File: src/rtl/la_pkg.sv
// Shared definitions for the capture/transmit task slice: FSM state
// encoding of the sample uploader, the frame header byte, and the task
// handshake encoding used by the task dispatcher.
package la_pkg;

  // First byte of every upload frame.
  localparam logic [7:0] HDR_BYTE = 8'hA5;

  // Task handshake encoding, shared with the task dispatcher.
  typedef enum logic [1:0] {
    STATE_ACQ = 2'b01,
    STATE_TXD = 2'b10
  } task_state_t;

  // Uploader control states.
  typedef enum logic [3:0] {
    S_IDLE,
    S_HDR,
    S_ARM,
    S_WAIT_TX,
    S_FETCH,
    S_MEM,
    S_CSUM,
    S_DONE,
    S_RELEASE
  } up_state_t;

endpackage : la_pkg

File: src/rtl/byte_checksum.sv
// 8-bit running sum (mod 256) of the sample bytes in one upload frame.
// clear has priority over add so a new frame always starts from zero.
module byte_checksum (
  input  logic       clk,
  input  logic       rst_n,
  input  logic       clear,
  input  logic       add,
  input  logic [7:0] data,
  output logic [7:0] value
);

  // Accumulate sample bytes; wrap-around is the intended mod-256 behaviour.
  always_ff @(posedge clk) begin
    if (!rst_n) begin
      value <= 8'h00;
    end else if (clear) begin
      value <= 8'h00;
    end else if (add) begin
      value <= value + data;
    end
  end

endmodule : byte_checksum

File: src/rtl/sample_uploader.sv
// Transmit-side responder of the capture/transmit handshake. Once granted
// the transmit slot it streams one frame to the UART: header byte, every
// sample of the buffer in ascending address order, then the checksum, and
// finally pulses done_txd to hand control back to acquisition.
module sample_uploader #(
  parameter int         ADDR_W   = 10,
  parameter logic [7:0] HDR_BYTE = la_pkg::HDR_BYTE
) (
  input  logic              clk,
  input  logic              rst_n,
  input  logic              grant_txd,
  output logic              done_txd,
  output logic [ADDR_W-1:0] mem_addr,
  input  logic [7:0]        mem_data,
  output logic [7:0]        tx_data,
  output logic              tx_start,
  input  logic              tx_busy
);

  import la_pkg::*;

  localparam logic [ADDR_W:0] CNT_ONE = (ADDR_W + 1)'(1);

  up_state_t         state_q;
  // One extra bit: the MSB sets once every sample has been sent, so the
  // counter can never wrap back to address 0 inside a frame.
  logic [ADDR_W:0]   cnt_q;
  // Set once the checksum byte has been loaded; selects DONE after WAIT_TX.
  logic              csum_sent_q;
  logic [7:0]        acc_value;
  logic              acc_clear;
  logic              acc_add;

  // NOTE: plain continuous assigns of registered state cannot infer latches;
  // any always_comb used instead would need a default for every output.
  assign acc_clear = (state_q == S_IDLE) && grant_txd;
  assign acc_add   = (state_q == S_MEM);

  byte_checksum u_checksum (
    .clk   (clk),
    .rst_n (rst_n),
    .clear (acc_clear),
    .add   (acc_add),
    .data  (mem_data),
    .value (acc_value)
  );

  // Frame sequencer with registered strobes, address and UART byte.
  always_ff @(posedge clk) begin
    // NOTE: the reset is synchronous, so it lives inside the clocked branch
    // and only takes effect at an edge; an abort mid-frame issues no done.
    if (!rst_n) begin
      state_q     <= S_IDLE;
      cnt_q       <= '0;
      csum_sent_q <= 1'b0;
      done_txd    <= 1'b0;
      tx_start    <= 1'b0;
      tx_data     <= 8'h00;
      mem_addr    <= '0;
    end else begin
      // NOTE: every state register uses non-blocking assignment so all
      // reads in this block see values from before the edge.
      tx_start <= 1'b0;
      done_txd <= 1'b0;
      unique case (state_q)
        S_IDLE: begin
          // The grant is only looked at here; a drop mid-frame is ignored.
          if (grant_txd) begin
            cnt_q       <= '0;
            csum_sent_q <= 1'b0;
            mem_addr    <= '0;
            state_q     <= S_HDR;
          end
        end
        S_HDR: begin
          tx_data  <= HDR_BYTE;
          tx_start <= 1'b1;
          state_q  <= S_ARM;
        end
        S_ARM: begin
          // tx_busy only rises the cycle after the strobe, so skip one look.
          state_q <= S_WAIT_TX;
        end
        S_WAIT_TX: begin
          if (!tx_busy) begin
            if (csum_sent_q) begin
              done_txd <= 1'b1;
              state_q  <= S_DONE;
            end else if (cnt_q[ADDR_W]) begin
              state_q <= S_CSUM;
            end else begin
              // Address is registered here so it is valid throughout FETCH.
              mem_addr <= cnt_q[ADDR_W-1:0];
              state_q  <= S_FETCH;
            end
          end
        end
        S_FETCH: begin
          // Buffer read latency: data appears one cycle after the address.
          state_q <= S_MEM;
        end
        S_MEM: begin
          tx_data  <= mem_data;
          tx_start <= 1'b1;
          cnt_q    <= cnt_q + CNT_ONE;
          state_q  <= S_ARM;
        end
        S_CSUM: begin
          tx_data     <= acc_value;
          tx_start    <= 1'b1;
          csum_sent_q <= 1'b1;
          state_q     <= S_ARM;
        end
        S_DONE: begin
          state_q <= S_RELEASE;
        end
        S_RELEASE: begin
          // Wait for the grant to drop so a lingering grant cannot restart.
          if (!grant_txd) state_q <= S_IDLE;
        end
        default: state_q <= S_IDLE;
      endcase
    end
  end

endmodule : sample_uploader

File: config.mk
export PLATFORM = sky130hd
export DESIGN_NAME = sample_uploader
export DESIGN_NICKNAME = d
export VERILOG_FILES = /design/src/rtl/la_pkg.sv /design/src/rtl/byte_checksum.sv /design/src/rtl/sample_uploader.sv
export SDC_FILE = /design/constraint.sdc
export NUM_CORES = 1
export LEC_CHECK = 0
export ABC_CLOCK_PERIOD_IN_PS = 2600
export BUFFER_PORTS_ARGS = -buffer_cell sky130_fd_sc_hd__buf_2
export CAP_MARGIN = 20
export CORE_ASPECT_RATIO = 1.1
export CORE_MARGIN = 4
export CORE_UTILIZATION = 56
export CTS_BUF_LIST = sky130_fd_sc_hd__clkbuf_16
export DETAILED_ROUTE_END_ITERATION = 10
export GPL_TIMING_DRIVEN = 0
export PLACE_DENSITY = 0.78
export REMOVE_ABC_BUFFERS = 1
export SYNTH_ARGS = -nofsm -noshare
export SYNTH_HDL_FRONTEND = slang
export SYNTH_SLANG_ARGS = --single-unit
File: constraint.sdc
create_clock -name clk -period 2.6 [get_ports clk]
set_input_delay 0.52 -clock clk [delete_from_list [all_inputs] [get_ports clk]]
set_output_delay 0.52 -clock clk [all_outputs]
set_load 0.01 [all_outputs]
==> metrics.md, run 1 <==
| Metric | Value |
|---|---|
| Reg2reg start | state_q[0] |
| CTS Hold Bufs | 0 |
| Hold_sp | mem_addr[6] |
| Most frequent cell after synthesis | dfxtp_1 |
| Area leader, netlist | dfxtp_1 |
| Synth Area per Inst | 8.346 sq um |
| Crit-path slowest cell | o21ai_1 |
| Initial antenna violation count | 0 |
| Cells after synthesis | 261 |
| DIE AREA | 4953 sq um |
| Clock tree buffer depth | 2 |
| RSZ-0062 raised after global routing | no |
| Critical Path Stages | 4 |
| Largest family of logic cells by synthesized area | simple AND/OR/NAND/NOR gates |
| Worst EP required | 2.77 ns |
| Mapped Area | 2178 sq um |
| CTS tree | built |
| Clk sink count | 44 |
| Total global-route track usage | 21.44% |
| Top cells by count, synth | dfxtp_1, nand2_1, a21oi_1 |
| Ys Warns | 0 |
| Pin count of the biggest net entering global routing | 28 |
| Hold EP | mem_addr[6] |
| Vias after detailed routing | 1,966 |
| Post_cts resized | 0 |
| DP Wirelength | 3.420 mm |
| Mux contribution to synthesized area | 0.9765% |
| Share of cells above drive strength 1 | 15.09% |
| Vias per cell | 5.869 |
| Worst path max stage delay | 0.79 ns |
| Critical path class | register to register |
| Fin crit share | 88.52% |
| Largest delay share family, worst path | compound AO/OA/AOI/OAI gates |
| Vias in the first global route | 1,820 |
| Area Growth Syn to Fin | 12.87% |
| Clock edge transition at the registers on the reported setup and hold paths | 0.06 ns |
| Worst-path fanout max | 13 |
| Drt first pass iters | 6 |
| Worst-Margin Slew | 1.011 ns |
| # Post-CTS Setup Buffers | 0 |
| Residual DRC | 0 |
| Crit path launch type | register |
| Root buf cell | clkbuf_16 |
| Peak VDD IR | 0.3837 mV |
| Std cell rows | 23 |
| I/O pins | 32 |
| Post-synthesis sequential area ratio | 40.44% |
| Outcome | finished clean |
| Post-synth EDFFs | 0 |
| Routed Wire Length | 4.799 mm |
| XOR/XNOR Fraction of Synth Area | 2.412% |
| Main synth FF type | dfxtp_1 |
| Max_slew headroom | 32.17% |
| Initial core utilization | 59.14% |
| Detail Route Antenna Nets | 0 |
| Tot Pwr | 1.592 mW |
| Final setup vio count | 0 |
| Top cell type's share of synthesized area | 40.44% |
| Worst hold stages | 2 |
| Setup slack, reg-to-reg | 0.30 ns |
| RePlAce Congestion | 0.7937 |
| Final hold slack | 0.4465 ns |
| Fmax | 434.5 MHz |
| First-pass GRT wire length | 8.197 mm |
| Chip Height | 73.42 um |
| Compound-Gate Fraction of Synth Area | 20.62% |
| Min-Delay Path Class | register to register |
| Top cells by area, synth | dfxtp_1, a21oi_1, nand2_1 |
| Simple-gate share of the synthesized area | 25.73% |
| Setup Skew | 0.006726 ns |
| Synth cell types | 50 |
| Minimum clock period | 2.301 ns |
| Asr flop ratio synth | 0% |
| Diode count | 0 |
| PortBufs | 31 |
| Reg2reg end | u_checksum.value[6] |
| Final setup TNS | 0 ns |
| Skew-Pair Late Insertion Delay | 0.28 ns |
| Pins over their slew limit | 0 |
| Count of final hold-check violations | 0 |
| Grt ovf | 0 |
| Leakage power | 0.9989 nW |
| Buffers and inverters on the worst path | 0 |
| R2R depth | 4 |
| #FFs+latches synth | 44 |
| Final layout net count | 306 |
| # fillers | 360 |
| Post-synthesis adder-cell area fraction | 5.514% |
| Die X | 67.47 um |
| CTS H-tree depth | 2 |
| CTS Buf Count | 5 |
| WL/cell | 14.33 um |
| Pwr/cell area | 647.6 nW/um^2 |
| Core area | 3684 sq um |
| CP cell instances | or3b_1, o21ai_1, a2111oi_0, or3_1 |
| MaxCap Viol Count | 0 |
| DR iter-0 viols | 235 |
| Critical Path AT | 2.47 ns |
| Crit end category | register |
[sequential cells by signal, summed over array words and instances (netlist names)]
register and flops:
tx_start 1, state_q 4, mem_addr 10, u_checksum.value 8, cnt_q 11, done_txd 1
tx_data 8, csum_sent_q 1
[cell families (layout without fill, tap and decap cells)]
kind of cell	Yosys count	count (layout)
buffers and inverters	20	44
DFF	44	44
adders and majority gates	9	9
xor gates and xnor gates	6	6
AOI/OAI and AO/OA	72	72
muxes	2	2
and+or+nand+nor	108	108
[worst min-delay path: stages (launching register included)]
cell     delay, ns
dfxtp_1       0.30
nand2_1       0.05
a21oi_1       0.05
[metrics by stage]
step / std cells / cell area, sq um / utilization, % / setup WS (ns)
after floorplan: 247 / 2107 / - / 0.4387
after detailed placement: 328 / 2325 / 63.11 / 0.1117
after global placement: 328 / 2325 / 63.11 / 0.1859
after CTS: 335 / 2459 / 66.75 / 0.2890
final: 335 / 2459 / 66.75 / 0.2985
after global routing: 335 / 2459 / 66.75 / 0.1776
[where the power goes]
part | switching [mW] | internal [mW]
Sequential | 0.0360 | 0.701
Clock | 0.232 | 0.345
Combinational | 0.185 | 0.0934
[layer usage]
layer	vias up	share of wire, %	track usage, %
li1	1000	-	-
met1	908	42	24.17
met2	52	52	39.46
met3	6	4.8	4.893
met4	0	1.2	6.081
met5	-	0	0
[cell type report]
class                      count  area [sq um]  share of cell area (%)
clock buffer                   5         125.1                   5.089
clock inverter                 2         8.758                  0.3562
inverter                       6         22.52                  0.9160
multi-input combinational    197          1204                   48.96
sequential                    44         880.8                   35.83
tap                           50         62.56                   2.545
timing repair buffer          31         155.1                   6.310
[how the worst max path moves through the flow]
stage	start	slack, ns	endpoint
2_1_floorplan	mem_data[0]	0.44	u_checksum.value[6]
3_3_place_gp	grant_txd	0.19	u_checksum.value[6]
3_5_place_dp	grant_txd	0.11	u_checksum.value[6]
4_1_cts	state_q[0]	0.29	u_checksum.value[6]
5_1_grt	state_q[0]	0.18	u_checksum.value[6]
6_report	state_q[0]	0.30	u_checksum.value[6]
[layout by cell type, fill, tap and decap left out, types with 4 or more instances in the layout]
| cell | netlist | layout |
|---|---|---|
| a211oi_1 | 8 | 8 |
| nor2_1 | 19 | 19 |
| nand4_1 | 5 | 5 |
| buf_2 | 6 | 31 |
| a222oi_1 | 4 | 4 |
| o21ai_0 | 8 | 8 |
| o22ai_1 | 5 | 5 |
| inv_1 | 6 | 7 |
| and2_1 | 4 | 4 |
| nand3_1 | 15 | 15 |
| clkbuf_16 | 0 | 5 |
| xnor2_1 | 4 | 4 |
| a21oi_1 | 31 | 31 |
| nor3_1 | 4 | 4 |
| dfxtp_1 | 44 | 44 |
| nand2_1 | 35 | 35 |
| or3_1 | 6 | 6 |
| ha_1 | 8 | 8 |
No activity file was read; power rests on OpenSTA's default activity.
==> run 2: changes to the inputs <==
- CTS_BUF_LIST: sky130_fd_sc_hd__clkbuf_16 -> not set
==> metrics.md, run 2 (synthesized netlist as in run 1, its figures left out) <==
| Metric | Value |
|---|---|
| Outcome | finished clean |
| Final setup TNS | 0 ns |
| Crit path launch type | register |
| Final hold slack | 0.4329 ns |
| Min-Delay Path Class | input port to register |
| # fillers | 362 |
| Initial antenna violation count | 0 |
| CTS Hold Bufs | 0 |
| Count of final hold-check violations | 0 |
| Diode count | 0 |
| Share of cells above drive strength 1 | 15.09% |
| Peak VDD IR | 0.3262 mV |
| Clk sink count | 44 |
| Routed Wire Length | 4.643 mm |
| CTS H-tree depth | 2 |
| Largest regs | cnt_q: 11 flops, mem_addr: 10 flops |
| Area Growth Syn to Fin | 10.28% |
| Chip Height | 73.42 um |
| Residual DRC | 0 |
| Drt first pass iters | 4 |
| Skew-Pair Late Insertion Delay | 0.29 ns |
| Worst hold stages | 2 |
| Worst EP required | 2.78 ns |
| Clock tree buffer depth | 2 |
| Most common cell after layout, fill and taps aside | dfxtp_1 |
| Std cell rows | 23 |
| Initial core utilization | 59.14% |
| Reg2reg start | state_q[0] |
| Total global-route track usage | 20.80% |
| I/O pins | 32 |
| Pins over their slew limit | 0 |
| Largest reg by FF count | cnt_q |
| Final layout net count | 306 |
| Post_cts resized | 0 |
| Vias in the first global route | 1,798 |
| First-pass GRT wire length | 7.997 mm |
| Pwr/cell area | 583.8 nW/um^2 |
| Largest register FFs | 11 |
| WL/cell | 13.86 um |
| Max_slew headroom | 31.49% |
| Fin crit share | 88.55% |
| Grt ovf | 0 |
| Commonest cells after routing, fill and taps aside | dfxtp_1, nand2_1, a21oi_1, buf_2, nor2_1 |
| PortBufs | 31 |
| Critical Path AT | 2.48 ns |
| R2R depth | 4 |
| MaxCap Viol Count | 0 |
| DP Wirelength | 3.420 mm |
| Detail Route Antenna Nets | 0 |
| DR iter-0 viols | 184 |
| Final setup vio count | 0 |
| Critical path class | register to register |
| Vias after detailed routing | 1,968 |
| CP startpoint | state_q[0] |
| Reg2reg end | u_checksum.value[6] |
| Core area | 3684 sq um |
| Root buf cell | clkbuf_8 |
| Tot Pwr | 1.402 mW |
| CTS tree | built |
| Worst Setup EP | u_checksum.value[6] |
| Minimum clock period | 2.302 ns |
| CTS Buf Count | 5 |
| Clock edge transition at the registers on the reported setup and hold paths | 0.08 ns |
| Fmax | 434.3 MHz |
| Worst-path fanout max | 13 |
| Crit end category | register |
| DIE AREA | 4953 sq um |
| Setup slack, reg-to-reg | 0.30 ns |
| RePlAce Congestion | 0.7937 |
| Worst-Margin Slew | 1.021 ns |
| Leakage power | 0.9691 nW |
| Pin count of the biggest net entering global routing | 28 |
| # Post-CTS Setup Buffers | 0 |
| Setup Skew | 0.004676 ns |
| Vias per cell | 5.875 |
| Die X | 67.47 um |
| RSZ-0062 raised after global routing | no |
## run 2: how the worst min path moves through the flow
stage | from | endpoint | slack [ns]
final | tx_busy | done_txd | 0.43
after global routing | tx_busy | done_txd | 0.44
after CTS | tx_busy | done_txd | 0.42
after detailed placement | mem_addr[6] | mem_addr[6] | 0.44
after global placement | mem_addr[5] | mem_addr[5] | 0.44
after floorplan | csum_sent_q | done_txd | 0.44
## run 2: power by group
part / internal, mW / switching, mW / leakage [nW] / total (mW)
Clock: 0.183 / 0.209 / 0.0410 / 0.391
Combinational: 0.0933 / 0.182 / 0.572 / 0.276
Sequential: 0.700 / 0.0357 / 0.356 / 0.736
## run 2: critical path, cell delays in order, from the launching register on
cell and delay (ns):
dfxtp_1 0.42, or3b_1 0.44, o21ai_1 0.80, a2111oi_0 0.16
or3_1 0.38
## run 2: final cells by class
type / count / area (sq um) / area share [%]
multi-input combinational: 197 / 1204 / 50.10
sequential: 44 / 880.8 / 36.67
clock inverter: 1 / 5.005 / 0.2083
timing repair buffer: 31 / 155.1 / 6.458
clock buffer: 6 / 72.57 / 3.021
tap: 50 / 62.56 / 2.604
inverter: 6 / 22.52 / 0.9375
## run 2: routing by layer
metal	up-vias	wire length [um]	global-route usage (%)
li1	995	-	-
met5	-	0	0
met4	0	65	7.432
met1	929	1970	24.05
met2	36	2400	37.41
met3	8	206	3.976
## run 2: through the flow
stage | util [%] | instances | worst slack (ns) | area, sq um
3_3_place_gp | 63.11 | 328 | 0.1859 | 2325
2_1_floorplan | - | 247 | 0.4387 | 2107
4_1_cts | 65.22 | 335 | 0.2882 | 2402
5_1_grt | 65.22 | 335 | 0.1786 | 2402
3_5_place_dp | 63.11 | 328 | 0.1117 | 2325
6_report | 65.22 | 335 | 0.2977 | 2402
